`src/rtl/nn_sched_if.sv`:
```
// rtl/nn_sched_if.sv - requester, engine and response signals of the nn_sched scheduler
// master is the scheduler side; slave is the requester/engine/consumer side.
interface nn_sched_if #(
  parameter int REQ_NUM      = 4,
  parameter int FEATURE_WIDE = 7,
  parameter int ID_W         = 2
);
  localparam int FW = FEATURE_WIDE + 6;
  localparam int LW = FEATURE_WIDE + 16;

  logic [REQ_NUM-1:0]    req;
  logic [REQ_NUM-1:0]    gnt;
  logic [REQ_NUM*FW-1:0] feat_in;
  logic [REQ_NUM-1:0]    feat_vld;
  logic [REQ_NUM-1:0]    feat_rdy;
  logic                  eng_rst_n;
  logic [FW-1:0]         eng_feature;
  logic                  eng_en;
  logic [LW-1:0]         eng_lab;
  logic                  rsp_valid;
  logic                  rsp_ready;
  logic [ID_W-1:0]       rsp_id;
  logic [LW-1:0]         rsp_lab;
  logic                  busy;

  modport master (
    input  req, feat_in, feat_vld, eng_lab, rsp_ready,
    output gnt, feat_rdy, eng_rst_n, eng_feature, eng_en,
           rsp_valid, rsp_id, rsp_lab, busy
  );

  modport slave (
    output req, feat_in, feat_vld, eng_lab, rsp_ready,
    input  gnt, feat_rdy, eng_rst_n, eng_feature, eng_en,
           rsp_valid, rsp_id, rsp_lab, busy
  );
endinterface

```
`src/rtl/nn_sched.sv`:
```
// rtl/nn_sched.sv - round-robin scheduler sharing one nn_top inference engine
// Per job: grant, one-cycle engine clear, stream FEATURE_NUM features, wait NN_LAT, return result.
module nn_sched #(
  parameter int REQ_NUM      = 4,
  parameter int FEATURE_WIDE = 7,
  parameter int FEATURE_NUM  = 7,
  parameter int NN_LAT       = 40,
  parameter int ID_W         = 2
) (
  input  logic       clk,
  input  logic       rst_n,
  nn_sched_if.master bus
);
  localparam int FW = FEATURE_WIDE + 6;

  typedef enum logic [2:0] {IDLE, CLR, LOAD, WAIT, RESP} state_t;

  state_t          state;
  logic [ID_W-1:0] rr_ptr;
  logic [ID_W-1:0] gidx;
  logic [4:0]      fcnt;
  logic [7:0]      lcnt;

  logic [2*REQ_NUM-1:0] req_dbl;
  logic [REQ_NUM-1:0]   req_rot;
  logic                 pick_vld;
  logic [ID_W-1:0]      pick_idx;
  int                   pick_off;
  int                   pick_sum;
  logic [FW-1:0]        sel_feat;
  logic                 beat;

  // Rotate req so that bit 0 is the rr_ptr position; the lowest set bit wins.
  always_comb begin
    req_dbl  = {bus.req, bus.req} >> rr_ptr;
    req_rot  = req_dbl[REQ_NUM-1:0];
    pick_vld = 1'b0;
    pick_off = 0;
    for (int k = REQ_NUM - 1; k >= 0; k--) begin
      if (req_rot[k]) begin
        pick_vld = 1'b1;
        pick_off = k;
      end
    end
    pick_sum = int'(rr_ptr) + pick_off;
    if (pick_sum >= REQ_NUM) pick_sum = pick_sum - REQ_NUM;
    pick_idx = ID_W'(pick_sum);
  end

  always_comb begin
    sel_feat = '0;
    for (int i = 0; i < REQ_NUM; i++) begin
      if (gidx == ID_W'(i)) sel_feat = bus.feat_in[i*FW +: FW];
    end
    beat = (state == LOAD) && ((bus.feat_vld & bus.feat_rdy) != '0);
  end

  // Feature path is a pure pass-through so the engine sees the beat in the accepting cycle.
  assign bus.eng_en      = beat;
  assign bus.eng_feature = beat ? sel_feat : '0;
  assign bus.busy        = (state != IDLE);

  always_ff @(posedge clk or negedge rst_n) begin
    if (!rst_n) begin
      state         <= IDLE;
      rr_ptr        <= '0;
      gidx          <= '0;
      fcnt          <= '0;
      lcnt          <= '0;
      bus.gnt       <= '0;
      bus.feat_rdy  <= '0;
      bus.eng_rst_n <= 1'b1;
      bus.rsp_valid <= 1'b0;
      bus.rsp_id    <= '0;
      bus.rsp_lab   <= '0;
    end else begin
      case (state)
        IDLE: begin
          if (pick_vld) begin
            gidx          <= pick_idx;
            bus.gnt       <= REQ_NUM'(1) << pick_idx;
            bus.eng_rst_n <= 1'b0;
            state         <= CLR;
          end
        end
        CLR: begin
          bus.eng_rst_n <= 1'b1;
          bus.feat_rdy  <= bus.gnt;
          fcnt          <= '0;
          state         <= LOAD;
        end
        LOAD: begin
          if (beat) begin
            if (fcnt == 5'(FEATURE_NUM - 1)) begin
              fcnt         <= '0;
              lcnt         <= '0;
              bus.feat_rdy <= '0;
              state        <= WAIT;
            end else begin
              fcnt <= fcnt + 5'd1;
            end
          end
        end
        WAIT: begin
          // Capture lands NN_LAT edges after the last accepted beat.
          if (lcnt == 8'(NN_LAT - 1)) begin
            bus.rsp_lab   <= bus.eng_lab;
            bus.rsp_id    <= gidx;
            bus.rsp_valid <= 1'b1;
            state         <= RESP;
          end else begin
            lcnt <= lcnt + 8'd1;
          end
        end
        RESP: begin
          if (bus.rsp_ready) begin
            bus.rsp_valid <= 1'b0;
            bus.gnt       <= '0;
            rr_ptr        <= (gidx == ID_W'(REQ_NUM - 1)) ? '0 : gidx + ID_W'(1);
            state         <= IDLE;
          end
        end
        default: state <= IDLE;
      endcase
    end
  end
endmodule

```
`src/flat_wrapper.sv`:
```
// flat-port wrapper written by rule: the top's interface ports become plain ports
module nn_sched_flat 
#(
  parameter int REQ_NUM      = 4,
  parameter int FEATURE_WIDE = 7,
  parameter int FEATURE_NUM  = 7,
  parameter int NN_LAT       = 40,
  parameter int ID_W         = 2
)
  (clk, rst_n, bus_req, bus_feat_in, bus_feat_vld, bus_eng_lab, bus_rsp_ready, bus_gnt, bus_feat_rdy, bus_eng_rst_n, bus_eng_feature, bus_eng_en, bus_rsp_valid, bus_rsp_id, bus_rsp_lab, bus_busy);
  nn_sched_if #(.REQ_NUM(REQ_NUM), .FEATURE_WIDE(FEATURE_WIDE), .ID_W(ID_W)) bus_i ();
  input  logic clk;
  input  logic rst_n;
  input wire logic [$bits(bus_i.req)-1:0] bus_req;
  input wire logic [$bits(bus_i.feat_in)-1:0] bus_feat_in;
  input wire logic [$bits(bus_i.feat_vld)-1:0] bus_feat_vld;
  input wire logic [$bits(bus_i.eng_lab)-1:0] bus_eng_lab;
  input wire logic [$bits(bus_i.rsp_ready)-1:0] bus_rsp_ready;
  output wire logic [$bits(bus_i.gnt)-1:0] bus_gnt;
  output wire logic [$bits(bus_i.feat_rdy)-1:0] bus_feat_rdy;
  output wire logic [$bits(bus_i.eng_rst_n)-1:0] bus_eng_rst_n;
  output wire logic [$bits(bus_i.eng_feature)-1:0] bus_eng_feature;
  output wire logic [$bits(bus_i.eng_en)-1:0] bus_eng_en;
  output wire logic [$bits(bus_i.rsp_valid)-1:0] bus_rsp_valid;
  output wire logic [$bits(bus_i.rsp_id)-1:0] bus_rsp_id;
  output wire logic [$bits(bus_i.rsp_lab)-1:0] bus_rsp_lab;
  output wire logic [$bits(bus_i.busy)-1:0] bus_busy;
  assign bus_i.req = bus_req;
  assign bus_i.feat_in = bus_feat_in;
  assign bus_i.feat_vld = bus_feat_vld;
  assign bus_i.eng_lab = bus_eng_lab;
  assign bus_i.rsp_ready = bus_rsp_ready;
  assign bus_gnt = bus_i.gnt;
  assign bus_feat_rdy = bus_i.feat_rdy;
  assign bus_eng_rst_n = bus_i.eng_rst_n;
  assign bus_eng_feature = bus_i.eng_feature;
  assign bus_eng_en = bus_i.eng_en;
  assign bus_rsp_valid = bus_i.rsp_valid;
  assign bus_rsp_id = bus_i.rsp_id;
  assign bus_rsp_lab = bus_i.rsp_lab;
  assign bus_busy = bus_i.busy;
  nn_sched #(.REQ_NUM(REQ_NUM), .FEATURE_WIDE(FEATURE_WIDE), .FEATURE_NUM(FEATURE_NUM), .NN_LAT(NN_LAT), .ID_W(ID_W)) u_core (.clk(clk), .rst_n(rst_n), .bus(bus_i));
endmodule
```
`config.mk`:
```
export PLATFORM = sky130hd
export DESIGN_NAME = nn_sched_flat
export DESIGN_NICKNAME = d
export VERILOG_FILES = /design/src/rtl/nn_sched_if.sv /design/src/rtl/nn_sched.sv /design/src/flat_wrapper.sv
export SDC_FILE = /design/constraint.sdc
export NUM_CORES = 1
export LEC_CHECK = 0
export ABC_AREA = 1
export CAP_MARGIN = 20
export CORE_MARGIN = 5
export CORE_UTILIZATION = 40
export CTS_BUF_LIST = sky130_fd_sc_hd__clkbuf_8
export DETAILED_ROUTE_END_ITERATION = 7
export PLACE_DENSITY = 0.79
export SYNTH_ARGS = -nofsm -noshare
export SYNTH_HDL_FRONTEND = slang
export SYNTH_SLANG_ARGS = --single-unit
```
`constraint.sdc`:
```
create_clock -name clk -period 1.87 [get_ports clk]
set_clock_uncertainty 0.15 [all_clocks]
set_input_delay 0.374 -clock clk [delete_from_list [all_inputs] [get_ports clk]]
set_output_delay 0.374 -clock clk [all_outputs]
set_load 0.005 [all_outputs]
```
======== Yosys cells after proc, flatten, opt, wreduce, memory -nomap -nowiden ========
Index checks and enable logic that the tools add are counted.
storage, ports and cells
  output and inout bits ................... 50
  register bits after elaboration ......... 55
  bits of input ports ..................... 86
cells by class
  $add $sub $neg .......................... 5
  bitwise gates (word level) .............. 1
  equality and inequality tests ........... 15
  mux-type cells .......................... 39
  reductions and logical operators ........ 20
  shift-type cells ........................ 2
  magnitude comparators ................... 1
operators by type and width
  cell                                            count
  two-way mux 13 bit                              5
  two-way mux 8 bit                               3
  two-way mux 4 bit                               4
  one-hot mux 4 bit (2 select lines)              2
  one-hot mux 8 bit (2 select lines)              1
  two-way mux 3 bit                               5
  one-hot mux 3 bit (5 select lines)              1
  two-way mux 2 bit                               6
  two-way mux 5 bit                               2
  one-hot mux 5 bit (2 select lines)              1
  AND reduction 2 bit                             5
  nonzero test 2 bit                              5
  AND reduction 3 bit                             3
  adder 8 x 1 -> 8 bit (second input constant)    1
  == test 8 x 6 -> 1 bit (second input constant)  1
  >> shifter 8 x 2 -> 4 bit                       1
  two-way mux 1 bit                               7
  == test 3 x 2 -> 1 bit (second input constant)  2
  != test 2 x 1 -> 1 bit (second input constant)  3
  != test 2 bit (second input constant)           3
  adder 5 x 1 -> 5 bit (second input constant)    1
  == test 5 x 3 -> 1 bit (second input constant)  1
  AND reduction 5 bit                             1
  AND 4 bit                                       1
  other kinds (16)                                18

======== Depth between registers and ports, before layout ========
  depth after elaboration ................. 11
  gate-level depth with buffers ........... 12

======== Worst setup path after synthesis ========
Ideal clock, no wire load.
  kind .................................... register to output
  from .................................... register u_core.gidx[0]
  to ...................................... output port bus_eng_feature[0]
  data required time ...................... 1346 ps
  setup slack ............................. -160 ps
  data arrival time ....................... 1506 ps
  cell stages (with the launch flop) ...... 9
  path buffers ............................ 2
  cell sequence ........................... dfrtp_1 inv_1 ha_1 clkbuf_1 clkbuf_1 a21oi_1 o31ai_1 o21ai_0 nor2_1
between the ends
  cells in the longest elaborated chain, start to end .. 6
  elaborated cells on any way between the ends .. 9
  those cells by class .................... eq/ne (3); mux (5); reduce/logical (1)
ends and longest elaborated chain
  item                             RTL line            source
  start, declared                  nn_sched.sv:20      logic [ID_W-1:0] gidx;
  start signal, assigned           nn_sched.sv:80      gidx <= pick_idx;
  zero test 2 bit                  nn_sched.sv:53      if (gidx == ID_W'(i)) sel_feat = bus.feat_in[i*FW +: FW];
  two-way mux 13 bit (3 in a row)  nn_sched.sv:53
  two-way mux 13 bit (*)           nn_sched.sv:53
  two-way mux 13 bit (*)           nn_sched.sv:60      assign bus.eng_feature = beat ? sel_feat : '0;
  end, declared                    flat_wrapper.sv:22  output wire logic [$bits(bus_i.eng_feature)-1:0] bus_eng_feature;
Mark *: on every way between the ends. The rest lies on a longest branch, timed or not.

======== Worst setup path after layout ========
  from .................................... register u_core.gidx[1]
  to ...................................... output port bus_eng_feature[2]
Same word-level chain as after synthesis.

==> impl_metrics.tcl <==
set metrics [dict create \
    setup_viol 18 \
    syn-cell-area_um2 3213 \
    cts_tree "built" \
    dpl.hpwl_um 7406 \
    dr.pass1.iters 4 \
    min_path_cells 2 \
    clk_path_buf_depth 2 \
    grt_pass1_wl_um 17920 \
    slew_violations 0 \
    die_y_um 99.63 \
    fin_nets 681 \
    failed_checks "negative setup slack" \
    ir_worst_vdd_uv 393.9 \
    synth_area_per_cell_um2 8.455 \
    async_flop_share_pct 100.0 \
    holdWs_ps 342.6 \
    detail-route-antenna-nets 0 \
    startpoint "u_core.gidx[1]" \
    hp-start "u_core.bus.rsp_valid" \
    clk_latency_ps 310 \
    drt-total-wl_um 12010 \
    path_clk_slew_ps 100 \
    ys_warn_count 0 \
    finalCriticalPeriod_ps 2521 \
    synth-main-ff-cell "dfrtp_1" \
    grt_use_total_pct 21.76 \
    placementRows 32 \
    vias 3596 \
    synth_edf_count 0 \
    fp.coreArea_um2 7767 \
    critPathKind "reg2out" \
    synthTopCellsByArea "dfrtp_1, mux2_4, nand2_1" \
    yosysMostFrequentCell "nand2_1" \
    outcome "finished with violations" \
    die_x_um 99.63 \
    leakage_nw 2.781 \
    worst_slew_pin_slew_ps 445.0 \
    cp-start-kind "flop" \
    drive_gt1_share_pct 36.73 \
    arrival_ps 2000 \
    cts_sinks 55 \
    gp_congestion 0.9426 \
    crit_end "bus_eng_feature[2]" \
    synth_common_cells "nand2_1, dfrtp_1, nor2_1, inv_1, nand3_1" \
    finalCritPeriodShare_pct 134.8 \
    ys_types 30 \
    start_util_pct 41.37 \
    antenna_found_initial 0 \
    crit_fanout 13 \
    insertedDiodeCount 0 \
    ys_seq_elements 55 \
    slew_headroom_pct 70.30 \
    rsz0062_at_grt "yes" \
    drc 0 \
    die_area_um2 9925 \
    wire_per_inst_um 17.40 \
    hold_violations 0 \
    first_iter_violations 198 \
    area_growth_pct 81.39 \
    syn_inst 380 \
    synth_seq_area_share_pct 42.87 \
    r2r_slack_ps -200 \
    yosysTopAreaCellShare_pct 42.06 \
    hp-class "reg2reg" \
    grt_pass1_vias 3766 \
    worstSetupEndpointType "output port" \
    crit_required_ps 1350 \
    synth_fp_nets 474 \
    cts_inserted_buffers 5 \
    p_total_mw 2.308 \
    ios 136 \
    grt_overflow 0 \
    synth_top_area_cell "dfrtp_1" \
    cts_root_buffer "clkbuf_8" \
    htreeDepth 2 \
    rr_worst_depth 11 \
    max_freq_mhz 396.7 \
    p_per_area_nw_per_um2 396.0 \
    grt_max_degree 56 \
    io_buffers 135 \
    drv_cap 0 \
    final.setup.worst_slack_ps -650.5 \
    drt-vias-per-instance 5.212 \
    r2r_end "u_core.gidx[1]" \
    r2r-start "u_core.rr_ptr[0]" \
]
[per-stage QoR]
stage	instances	setup TNS (ps)	area (um2)	worst slack [ps]	utilization, %
floorplan	380	0	3249	10.86	-
global placement	650	-12720	5015	-645.5	64.56
detailed placement	650	-14320	5015	-686.6	64.56
CTS	683	-6210	5618	-506.4	72.33
global route	690	-8919	5828	-687.8	75.03
finish	690	-7329	5828	-650.5	75.03
[metal layers]
metal	GRT usage [%]	vias to the layer above	part of all wire, %
met3	4.698	29	7.2
met1	25.87	1726	38
met4	4.097	0	3.0
li1	-	1681	-
met5	0	-	0
met2	40.39	160	52
[repair_timing]
item / 4_1_cts / 5_1_grt
hold endpoints to repair: 54 / 0
hold buffers: 1 / 0
resized for setup: 168 / 40
setup buffers: 23 / 8
pin swaps: 31 / 19
gates cloned: 1 / 1
endpoints found under the setup margin: 43 / 65
[worst min-delay path by stage]
| stage | slack, ps | end |
|---|---|---|
| after CTS | 320 | u_core.bus.eng_rst_n |
| after global placement | 240 | u_core.bus.rsp_lab[13] |
| final | 340 | u_core.bus.rsp_valid |
| after global routing | 360 | u_core.bus.eng_rst_n |
| after detailed placement | 250 | u_core.bus.rsp_lab[13] |
| after floorplan | -70 | u_core.bus.feat_rdy[0] |
[power breakdown]
| group | internal [mW] | switching [mW] | leakage, nW | total [mW] |
|---|---|---|---|---|
| combinational | 0.270 | 0.136 | 2.09 | 0.406 |
| sequential | 1.21 | 0.0155 | 0.642 | 1.23 |
| clock | 0.269 | 0.404 | 0.0443 | 0.673 |
[sequential cells by signal, summed over array words and instances (netlist names)]
signal and cells:
u_core.bus.gnt 4, u_core.state 3, u_core.bus.eng_rst_n 1, u_core.bus.feat_rdy 4
u_core.bus.rsp_lab 23, u_core.rr_ptr 2, u_core.fcnt 5, u_core.bus.rsp_id 2
u_core.gidx 2, u_core.bus.rsp_valid 1, u_core.lcnt 8
[layout make-up]
class	instances	area (um2)
Multi-Input combinational cell	278	2068
Timing Repair Buffer	213	2024
Fill cell	477	1939
Sequential cell	55	1379
Inverter	34	135.1
Tap cell	102	127.6
Clock buffer	5	68.82
Clock inverter	3	25.02
[logic make-up (layout without fill, tap and decap cells)]
group	Yosys count	after routing	synth area share (%)
compound gates	74	74	12.73
xor+xnor	3	3	0.8179
fa+ha+maj	8	8	3.115
flops	55	55	42.87
mux	23	23	10.75
buf+inv	47	255	6.464
simple gates	170	170	23.25
[worst max-delay path, stage by stage (launching register included)]
cell and delay, ps:
dfrtp_2 470, ha_4 200, buf_6 130, buf_12 150, o31ai_2 330, o21ai_1 170, nor2_1 110, buf_2 130
[cell usage in the layout (no fill, tap or decap), types with 3 or more instances in the layout]
| cell | Yosys | final |
|---|---|---|
| a21oi_1 | 29 | 11 |
| a21oi_2 | 0 | 11 |
| a21oi_4 | 0 | 7 |
| buf_12 | 0 | 6 |
| buf_2 | 1 | 15 |
| buf_4 | 0 | 57 |
| buf_6 | 4 | 11 |
| clkbuf_8 | 0 | 5 |
| clkdlybuf4s50_1 | 0 | 114 |
| dfrtp_1 | 54 | 53 |
| dlygate4sd2_1 | 0 | 5 |
| ha_4 | 0 | 5 |
| inv_1 | 33 | 24 |
| inv_2 | 1 | 8 |
| mux2_4 | 23 | 23 |
| nand2_1 | 75 | 59 |
| nand2_2 | 0 | 14 |
| nand3_1 | 33 | 25 |
| nand3_2 | 1 | 9 |
| nand4_1 | 3 | 3 |
| nor2_1 | 49 | 39 |
| nor2_2 | 1 | 9 |
| nor2_4 | 1 | 3 |
| o21ai_0 | 24 | 7 |
| o21ai_1 | 5 | 19 |
| o21ai_2 | 0 | 3 |
| o31ai_2 | 0 | 6 |
| o31ai_4 | 0 | 5 |
No activity file was read; power rests on OpenSTA's default activity.
